===== config.mk =====
export PLATFORM = sky130hd
export DESIGN_NAME = cpu_selftest_ctrl
export DESIGN_NICKNAME = d
export VERILOG_FILES = /design/src/rtl/cpu_selftest_ctrl.sv
export SDC_FILE = /design/constraint.sdc
export NUM_CORES = 1
export LEC_CHECK = 0
export ABC_AREA = 1
export CORE_UTILIZATION = 43
export CTS_CLUSTER_SIZE = 30
export DETAILED_ROUTE_END_ITERATION = 16
export PLACE_DENSITY = 0.84
export SLEW_MARGIN = 20
export SYNTH_ARGS = -nofsm -noshare
export SYNTH_HDL_FRONTEND = slang
export SYNTH_SLANG_ARGS = --single-unit

===== constraint.sdc =====
create_clock -name clk_i -period 3.7 [get_ports clk_i]
set_clock_uncertainty 0.1 [all_clocks]
set_input_delay 0.555 -clock clk_i [delete_from_list [all_inputs] [get_ports clk_i]]
set_output_delay 0.555 -clock clk_i [all_outputs]
set_load 0.03 [all_outputs]

===== src/rtl/cpu_selftest_ctrl.sv =====
// Run-and-check controller for PipelinedCPU: resets the core, runs it for a bounded
// window, then reads back architectural registers and scores them against a fixed table.
module cpu_selftest_ctrl #(
  parameter int unsigned                 XLEN         = 32,
  parameter int unsigned                 NUM_CHECKS   = 3,
  parameter logic [NUM_CHECKS*5-1:0]     CHK_ADDRS    = {5'd3, 5'd2, 5'd1},
  parameter logic [NUM_CHECKS*XLEN-1:0]  CHK_VALS     = {32'd30, 32'd20, 32'd10},
  parameter int unsigned                 RESET_CYCLES = 2,
  parameter int unsigned                 MAX_CYCLES   = 10,
  parameter bit                          HALT_EN      = 1'b0
) (
  input  logic                                clk_i,
  input  logic                                rst_i,
  input  logic                                start_i,
  input  logic                                cpu_halt_i,
  input  logic [XLEN-1:0]                     cpu_pc_i,
  input  logic [XLEN-1:0]                     dbg_rdata_i,
  output logic                                cpu_rst_o,
  output logic [4:0]                          dbg_raddr_o,
  output logic                                busy_o,
  output logic                                done_o,
  output logic                                pass_o,
  output logic                                timeout_o,
  output logic [$clog2(NUM_CHECKS+1)-1:0]     fail_count_o,
  output logic [$clog2(NUM_CHECKS):0]         first_fail_idx_o,
  output logic [XLEN-1:0]                     first_fail_data_o,
  output logic [31:0]                         run_cycles_o,
  output logic [XLEN-1:0]                     final_pc_o
);

  localparam int unsigned FC_W  = $clog2(NUM_CHECKS + 1);
  localparam int unsigned FF_W  = $clog2(NUM_CHECKS) + 1;
  localparam int unsigned IDX_W = (NUM_CHECKS > 1) ? $clog2(NUM_CHECKS) : 1;
  localparam int unsigned RC_W  = $clog2(RESET_CYCLES + 1);

  typedef enum logic [2:0] {
    S_IDLE,
    S_RESET,
    S_RUN,
    S_ISSUE,
    S_CMP,
    S_DONE
  } state_e;

  state_e            state_q, state_d;
  logic [RC_W-1:0]   rst_cnt_q, rst_cnt_d;
  logic [IDX_W-1:0]  chk_idx_q, chk_idx_d;
  logic              cpu_rst_q, cpu_rst_d;
  logic [4:0]        dbg_raddr_q, dbg_raddr_d;
  logic              busy_q, busy_d;
  logic              done_q, done_d;
  logic              pass_q, pass_d;
  logic              timeout_q, timeout_d;
  logic [FC_W-1:0]   fail_count_q, fail_count_d;
  logic [FF_W-1:0]   ff_idx_q, ff_idx_d;
  logic [XLEN-1:0]   ff_data_q, ff_data_d;
  logic [31:0]       run_cycles_q, run_cycles_d;
  logic [XLEN-1:0]   final_pc_q, final_pc_d;

  logic [4:0]        exp_addr;
  logic [XLEN-1:0]   exp_val;
  logic [31:0]       run_next;
  logic              budget_end;
  logic              halt_hit;
  logic              mismatch;

  assign run_next   = run_cycles_q + 32'd1;
  assign budget_end = (run_next == 32'(MAX_CYCLES));
  assign halt_hit   = HALT_EN && cpu_halt_i;
  assign mismatch   = (dbg_rdata_i != exp_val);

  // Table lookup for the entry currently being issued/compared
  always_comb begin
    exp_addr = '0;
    exp_val  = '0;
    for (int i = 0; i < int'(NUM_CHECKS); i++) begin
      if (IDX_W'(i) == chk_idx_q) begin
        exp_addr = CHK_ADDRS[5*i +: 5];
        exp_val  = CHK_VALS[XLEN*i +: XLEN];
      end
    end
  end

  always_comb begin
    state_d      = state_q;
    rst_cnt_d    = rst_cnt_q;
    chk_idx_d    = chk_idx_q;
    cpu_rst_d    = cpu_rst_q;
    dbg_raddr_d  = dbg_raddr_q;
    busy_d       = busy_q;
    done_d       = done_q;
    pass_d       = pass_q;
    timeout_d    = timeout_q;
    fail_count_d = fail_count_q;
    ff_idx_d     = ff_idx_q;
    ff_data_d    = ff_data_q;
    run_cycles_d = run_cycles_q;
    final_pc_d   = final_pc_q;

    case (state_q)
      S_IDLE, S_DONE: begin
        if (start_i) begin
          state_d      = S_RESET;
          rst_cnt_d    = '0;
          chk_idx_d    = '0;
          cpu_rst_d    = 1'b1;
          busy_d       = 1'b1;
          done_d       = 1'b0;
          pass_d       = 1'b0;
          timeout_d    = 1'b0;
          fail_count_d = '0;
          ff_idx_d     = '1;
          ff_data_d    = '0;
          run_cycles_d = '0;
          final_pc_d   = '0;
        end
      end
      S_RESET: begin
        if (rst_cnt_q == RC_W'(RESET_CYCLES - 1)) begin
          state_d   = S_RUN;
          cpu_rst_d = 1'b0;
        end else begin
          rst_cnt_d = rst_cnt_q + RC_W'(1);
        end
      end
      S_RUN: begin
        run_cycles_d = run_next;
        if (halt_hit || budget_end) begin
          final_pc_d = cpu_pc_i;
          // A halt landing on the last budget cycle still counts as a clean stop
          if (HALT_EN && !halt_hit) begin
            state_d   = S_DONE;
            timeout_d = 1'b1;
            done_d    = 1'b1;
            busy_d    = 1'b0;
          end else begin
            state_d = S_ISSUE;
          end
        end
      end
      S_ISSUE: begin
        dbg_raddr_d = exp_addr;
        state_d     = S_CMP;
      end
      S_CMP: begin
        if (mismatch) begin
          fail_count_d = fail_count_q + FC_W'(1);
          if (fail_count_q == '0) begin
            ff_idx_d  = FF_W'(chk_idx_q);
            ff_data_d = dbg_rdata_i;
          end
        end
        if (chk_idx_q == IDX_W'(NUM_CHECKS - 1)) begin
          state_d = S_DONE;
          done_d  = 1'b1;
          busy_d  = 1'b0;
          pass_d  = !mismatch && (fail_count_q == '0);
        end else begin
          chk_idx_d = chk_idx_q + IDX_W'(1);
          state_d   = S_ISSUE;
        end
      end
      default: begin
        state_d = S_IDLE;
      end
    endcase
  end

  always_ff @(posedge clk_i or posedge rst_i) begin
    if (rst_i) begin
      state_q      <= S_IDLE;
      rst_cnt_q    <= '0;
      chk_idx_q    <= '0;
      cpu_rst_q    <= 1'b1;
      dbg_raddr_q  <= '0;
      busy_q       <= 1'b0;
      done_q       <= 1'b0;
      pass_q       <= 1'b0;
      timeout_q    <= 1'b0;
      fail_count_q <= '0;
      ff_idx_q     <= '1;
      ff_data_q    <= '0;
      run_cycles_q <= '0;
      final_pc_q   <= '0;
    end else begin
      state_q      <= state_d;
      rst_cnt_q    <= rst_cnt_d;
      chk_idx_q    <= chk_idx_d;
      cpu_rst_q    <= cpu_rst_d;
      dbg_raddr_q  <= dbg_raddr_d;
      busy_q       <= busy_d;
      done_q       <= done_d;
      pass_q       <= pass_d;
      timeout_q    <= timeout_d;
      fail_count_q <= fail_count_d;
      ff_idx_q     <= ff_idx_d;
      ff_data_q    <= ff_data_d;
      run_cycles_q <= run_cycles_d;
      final_pc_q   <= final_pc_d;
    end
  end

  assign cpu_rst_o         = cpu_rst_q;
  assign dbg_raddr_o       = dbg_raddr_q;
  assign busy_o            = busy_q;
  assign done_o            = done_q;
  assign pass_o            = pass_q;
  assign timeout_o         = timeout_q;
  assign fail_count_o      = fail_count_q;
  assign first_fail_idx_o  = ff_idx_q;
  assign first_fail_data_o = ff_data_q;
  assign run_cycles_o      = run_cycles_q;
  assign final_pc_o        = final_pc_q;

endmodule


# Yosys cells after proc, flatten, opt, wreduce, memory -nomap -nowiden
# Index checks and enable logic that the tools add are counted.
[word_totals]
regBits = 117
latch_bits = 0
ram_bits = 0
rom_bits = 0
in_bits = 68
output_inout_bits = 111
word_cells = 93
n_memories = 0
[classes]
n_addsub = 4
multipliers = 0
n_div = 0
n_lt_le_gt_ge = 0
n_eq_ne = 19
shift = 0
n_mux = 39
n_bitwise = 0
reduce_logical = 18
[ops]
columns = ["cell", "count"]
rows = [
  ["$mux W32", 6],
  ["$pmux W32 S2", 3],
  ["$add A32 B1 Y32 const B", 1],
  ["$eq A32 B4 Y1 const B", 1],
  ["$ne A32 B32 Y1", 1],
  ["$mux W3", 7],
  ["$reduce_and A3 Y1", 7],
  ["$ne A2 B2 Y1 const B", 8],
  ["$pmux W3 S5", 1],
  ["$pmux W2 S2", 3],
  ["$mux W2", 5],
  ["$pmux W1 S2", 4],
  ["$mux W1", 7],
  ["$add A2 B1 Y2 const B", 3],
  ["$eq A3 B2 Y1 const B", 2],
  ["$eq A3 B3 Y1 const B", 2],
  ["$pmux W3 S2", 1],
  ["$reduce_bool A2 Y1", 3],
  ["$mux W5", 1],
  ["$logic_not A2 Y1", 2],
  ["$mux W4", 1],
  ["$reduce_and A4 Y1", 1],
  ["$eq A3 B1 Y1 const B", 1],
  ["$logic_not A3 Y1", 1],
  ["8 further kinds", 8],
]

# Logic depth before layout (Yosys ltp)
[logic_depth]
depth_word = 9
ltp_mapped = 17
ltp_nobuf = 16

# Least setup slack after synthesis
# Ideal clock, no wire load.
[synth_path]
path_type = "reg-to-reg"
startpoint = "reg run_cycles_q[1], in the netlist run_cycles_o[1]"
endpoint = "reg final_pc_q[0], in the netlist final_pc_o[0]"
arrival_time_ns = 2.195
required_ns = 3.482
slack_ns = 1.288
path_stages_with_launch = 18
period_less_slack_ns = 2.412
path_cell_list = "dfrtp_1 > ha_1 > nand2_2 > nor2_4 > nand2_1 > nor2_4 > nand2_1 > nand2_1 > nand2_1 > nor2_1 > nand2_1 > nor2_1 > nand3_2 > nand2_2 > nand2_4 > buf_6 > nand2_1 > nand2_1"
[synth_via]
elab_chain_len = 4
[synth_rtl]
columns = ["item", "line_no", "source"]
rows = [
  ["start, declared", "57", "logic [31:0] run_cycles_q, run_cycles_d;"],
  ["start signal, assigned", "198", "run_cycles_q <= run_cycles_d;"],
  ["$add A32 B1 Y32", "67", "assign run_next = run_cycles_q + 32'd1;"],
  ["$eq A32 B4 Y1", "68", "assign budget_end = (run_next == 32'(MAX_CYCLES));"],
  ["$ne A2 B2 Y1 (no source line)", "--", ""],
  ["$reduce_and A3 Y1 (no source line)", "--", ""],
  ["end signal, assigned", "199", "final_pc_q <= final_pc_d;"],
  ["end, declared", "58", "logic [XLEN-1:0] final_pc_q, final_pc_d;"],
]
# Every way passes these cells.
# A chain may end at the register's enable or synchronous reset.

# Final worst setup path
[layout_path]
startpoint = "reg run_cycles_q[1], in the netlist run_cycles_o[1]"
endpoint = "reg final_pc_q[5], in the netlist final_pc_o[5]"
# Same word-level chain as after synthesis.

==> metrics.csv <==
metric,value,unit
status,"finished, final reports clean",
cts.sinks,114,
yosys_warnings,0,
netlist_area,0.00573,mm2
io_buffers,173,
internal_power,3.20,mW
setup.worst_path.start,run_cycles_o[1],
drcViolationCount,0,
worst_r2r_endpoint,final_pc_o[5],
ff2ff_setup_slack,0.89,ns
synthTopCellsByArea,"dfrtp_1 48%, nand2_1 22%, nand3_1 5.5%, nor2_1 4.3%, inv_1 4.1%",
ir_worst_vdd,0.248,mV
cts.path.max_buffers,2,
postCtsSetupBuffers,0,
synth_edf_count,0,
cts_resized,0,
insertedDiodeCount,0,
yosysTopAreaCell,dfrtp_1,
ys_top_cells_by_count,"337 x nand2_1, 110 x dfrtp_1, 66 x nor2_1",
synth-seq-cells,114,
finalNetCount,1012,
clkPwrFrac,30.5,%
ant_nets,0,
routed_wl,15.2,mm
die_x,117,um
wl_per_cell,13.5,um
p_per_area,623,mW/mm2
grt.total_usage,22.6,%
initial_core_util,44.7,%
finalPower,5.08,mW
setup_viol,0,
crit_end,final_pc_o[5],
grt-ovfl-total,0,
clockRootBuffer,clkbuf_16,
antenna_found_initial,0,
io_pins,179,
grt_max_degree,59,
clk_latency,0.40,ns
ys_types,31,
syn_inst,765,
synth_flop_cell,dfrtp_1,
cp_max_fo,32,
max_freq,355,MHz
cp.required,3.94,ns
yosysTopAreaCellShare,48.0,%
slew_viol_final,0,
dieArea,0.0138,mm2
worst_setup_path_start_kind,flip-flop,
synth_compound_area_share,4.69,%
first_pass_iters,5,
post-route-min-period,2.81,ns
tightestPinTransition,0.727,ns
power_leakage,3.88,nW
path_class,reg2reg,
cts_buffers,17,
grt_pass1_vias,5156,
grt_pass1_wl,25.1,mm
synthAdderAreaFrac,1.31,%
top_layer_used,met4,
synth-simple-area-share,35.8,%
r2r_cells,15,
rsz0062_at_grt,no,
switching_share,37.1,%
synth.avg_cell_area,7.49,um2
comb_power_share,36.7,%
routed-wl-met3,1.29,mm
cts_tree,yes,
drt-met1-wl,6.71,mm
synth_xor_area_share,1.22,%
ys_seq_area_share,49.9,%
syn2layout_area_growth,42.4,%
r2r_start,run_cycles_o[1],
viasPerCell,4.97,
dr.first_iter.drc_count,397,
crit_arrival,3.05,ns
coreArea,0.0128,mm2
met2WireLength,6.95,mm
dpl.hpwl,10.6,mm
slew_headroom,51.5,%
holdWs,0.358,ns
synth_top_family_by_area,simple AND/OR/NAND/NOR gates,
cap_violations,0,
tns,0,ns
hold_path.class,reg2reg,
holdBufCountCts,0,
fin_crit_sh,76.0,%
place_congestion,0.916,
power_switching,1.88,mW
num_rows,41,
seqPwrFrac,32.8,%
die_height,117,um
vias,5576,
htree_levels,4,
synthMuxAreaShare,0.197,%
yosysMostFrequentCell,nand2_1,
async_flop_share,100,%
layout-drive-gt1-share,6.20,%
path_clk_slew,0.05,ns
finalHoldViolations,0,
worstSetupEndpointType,flip-flop,
## worst max-delay path: stages, from the launching register on
cell	delay, ns
dfrtp_1	0.43
ha_1	0.26
nand3_1	0.12
nor2_1	0.20
nand2_1	0.17
inv_1	0.11
nand2_1	0.05
nand2_1	0.05
nand2_1	0.06
nor2_1	0.16
nand2_1	0.09
nor2_1	0.12
nand3_2	0.12
inv_2	0.42
nand3_1	0.14
nand2_1	0.12
## routing by layer
layer	GRT usage (%)	vias to the layer above
met4	6.90	0
li1	-	2744
met5	0	-
met2	36.5	222
met1	29.4	2589
met3	6.52	21
## cell type report
class                      instances  area (um2)
clock inverter                     7        87.6
inverter                          64         243
multi-input combinational        564        2510
tap                              172         215
timing repair buffer             177        1770
fill                            1114        4660
sequential                       114        2860
clock buffer                      25         475
## how the worst min path moves through the flow
stage | from | end | slack [ns] | depth (start not counted)
after floorplan | rst_cnt_q[1] | rst_cnt_q[1] | 0.35 | 2
after global placement | cpu_rst_o | cpu_rst_o | 0.35 | 2
after detailed placement | cpu_rst_o | cpu_rst_o | 0.35 | 2
after CTS | cpu_rst_o | cpu_rst_o | 0.36 | 2
after global routing | first_fail_data_o[1] | first_fail_data_o[1] | 0.38 | 2
final | cpu_rst_o | cpu_rst_o | 0.36 | 2
## kinds of logic after synthesis
logic type / Yosys count
AO/OA/AOI/OAI: 49
XOR/XNOR: 8
adder cells (fa/ha/maj): 6
buffers and inverters: 90
flip-flops: 114
multiplexers: 1
other: 1
AND/OR/NAND/NOR: 496
## state kept, by name, summed over array words and instances, names as in the netlist
name and flops:
done_o 1, first_fail_data_o 32, state_q 3, pass_o 1, first_fail_idx_o 3, final_pc_o 32, fail_count_o 2, cpu_rst_o 1
dbg_raddr_o 2, rst_cnt_q 2, busy_o 1, chk_idx_q 2, run_cycles_o 32
## cells in the final DEF, fill, tap and decap left out, types with 4 or more instances in the layout
cell,synthesis,final
inv_1,63,62
clkbuf_1,13,6
o21ai_0,36,36
o22ai_1,6,6
clkinv_2,0,4
nor2_4,6,8
nand3_1,63,63
ha_1,6,6
nand2_2,7,7
nor4_1,7,7
clkdlybuf4s50_1,0,173
dfrtp_1,110,110
dfstp_2,4,4
conb_1,1,4
nand2_1,337,337
xor2_1,8,8
nor2_1,66,64
clkbuf_16,0,17
## power by group through the flow
| stage | Sequential [mW] | Combinational [mW] | Clock, mW |
|---|---|---|---|
| floorplan | 2.11 | 0.745 | 0 |
| global placement | 1.68 | 1.85 | 0 |
| detailed placement | 1.68 | 1.88 | 0 |
| CTS | 1.67 | 1.88 | 1.59 |
| global route | 1.70 | 2.04 | 1.65 |
| finish | 1.67 | 1.87 | 1.55 |
## through the flow
| step | setup WS, ns | instances | util, % | cell area (um2) |
|---|---|---|---|---|
| CTS | 0.869 | 1123 | 63.6 | 8160 |
| finish | 0.887 | 1123 | 63.6 | 8160 |
| detailed placement | 0.729 | 1091 | 59.2 | 7590 |
| global route | 0.545 | 1123 | 63.6 | 8160 |
| global placement | 0.773 | 1091 | 59.2 | 7590 |
| floorplan | 0.0359 | 768 | - | 5740 |
(Power assumes the default switching activity.)
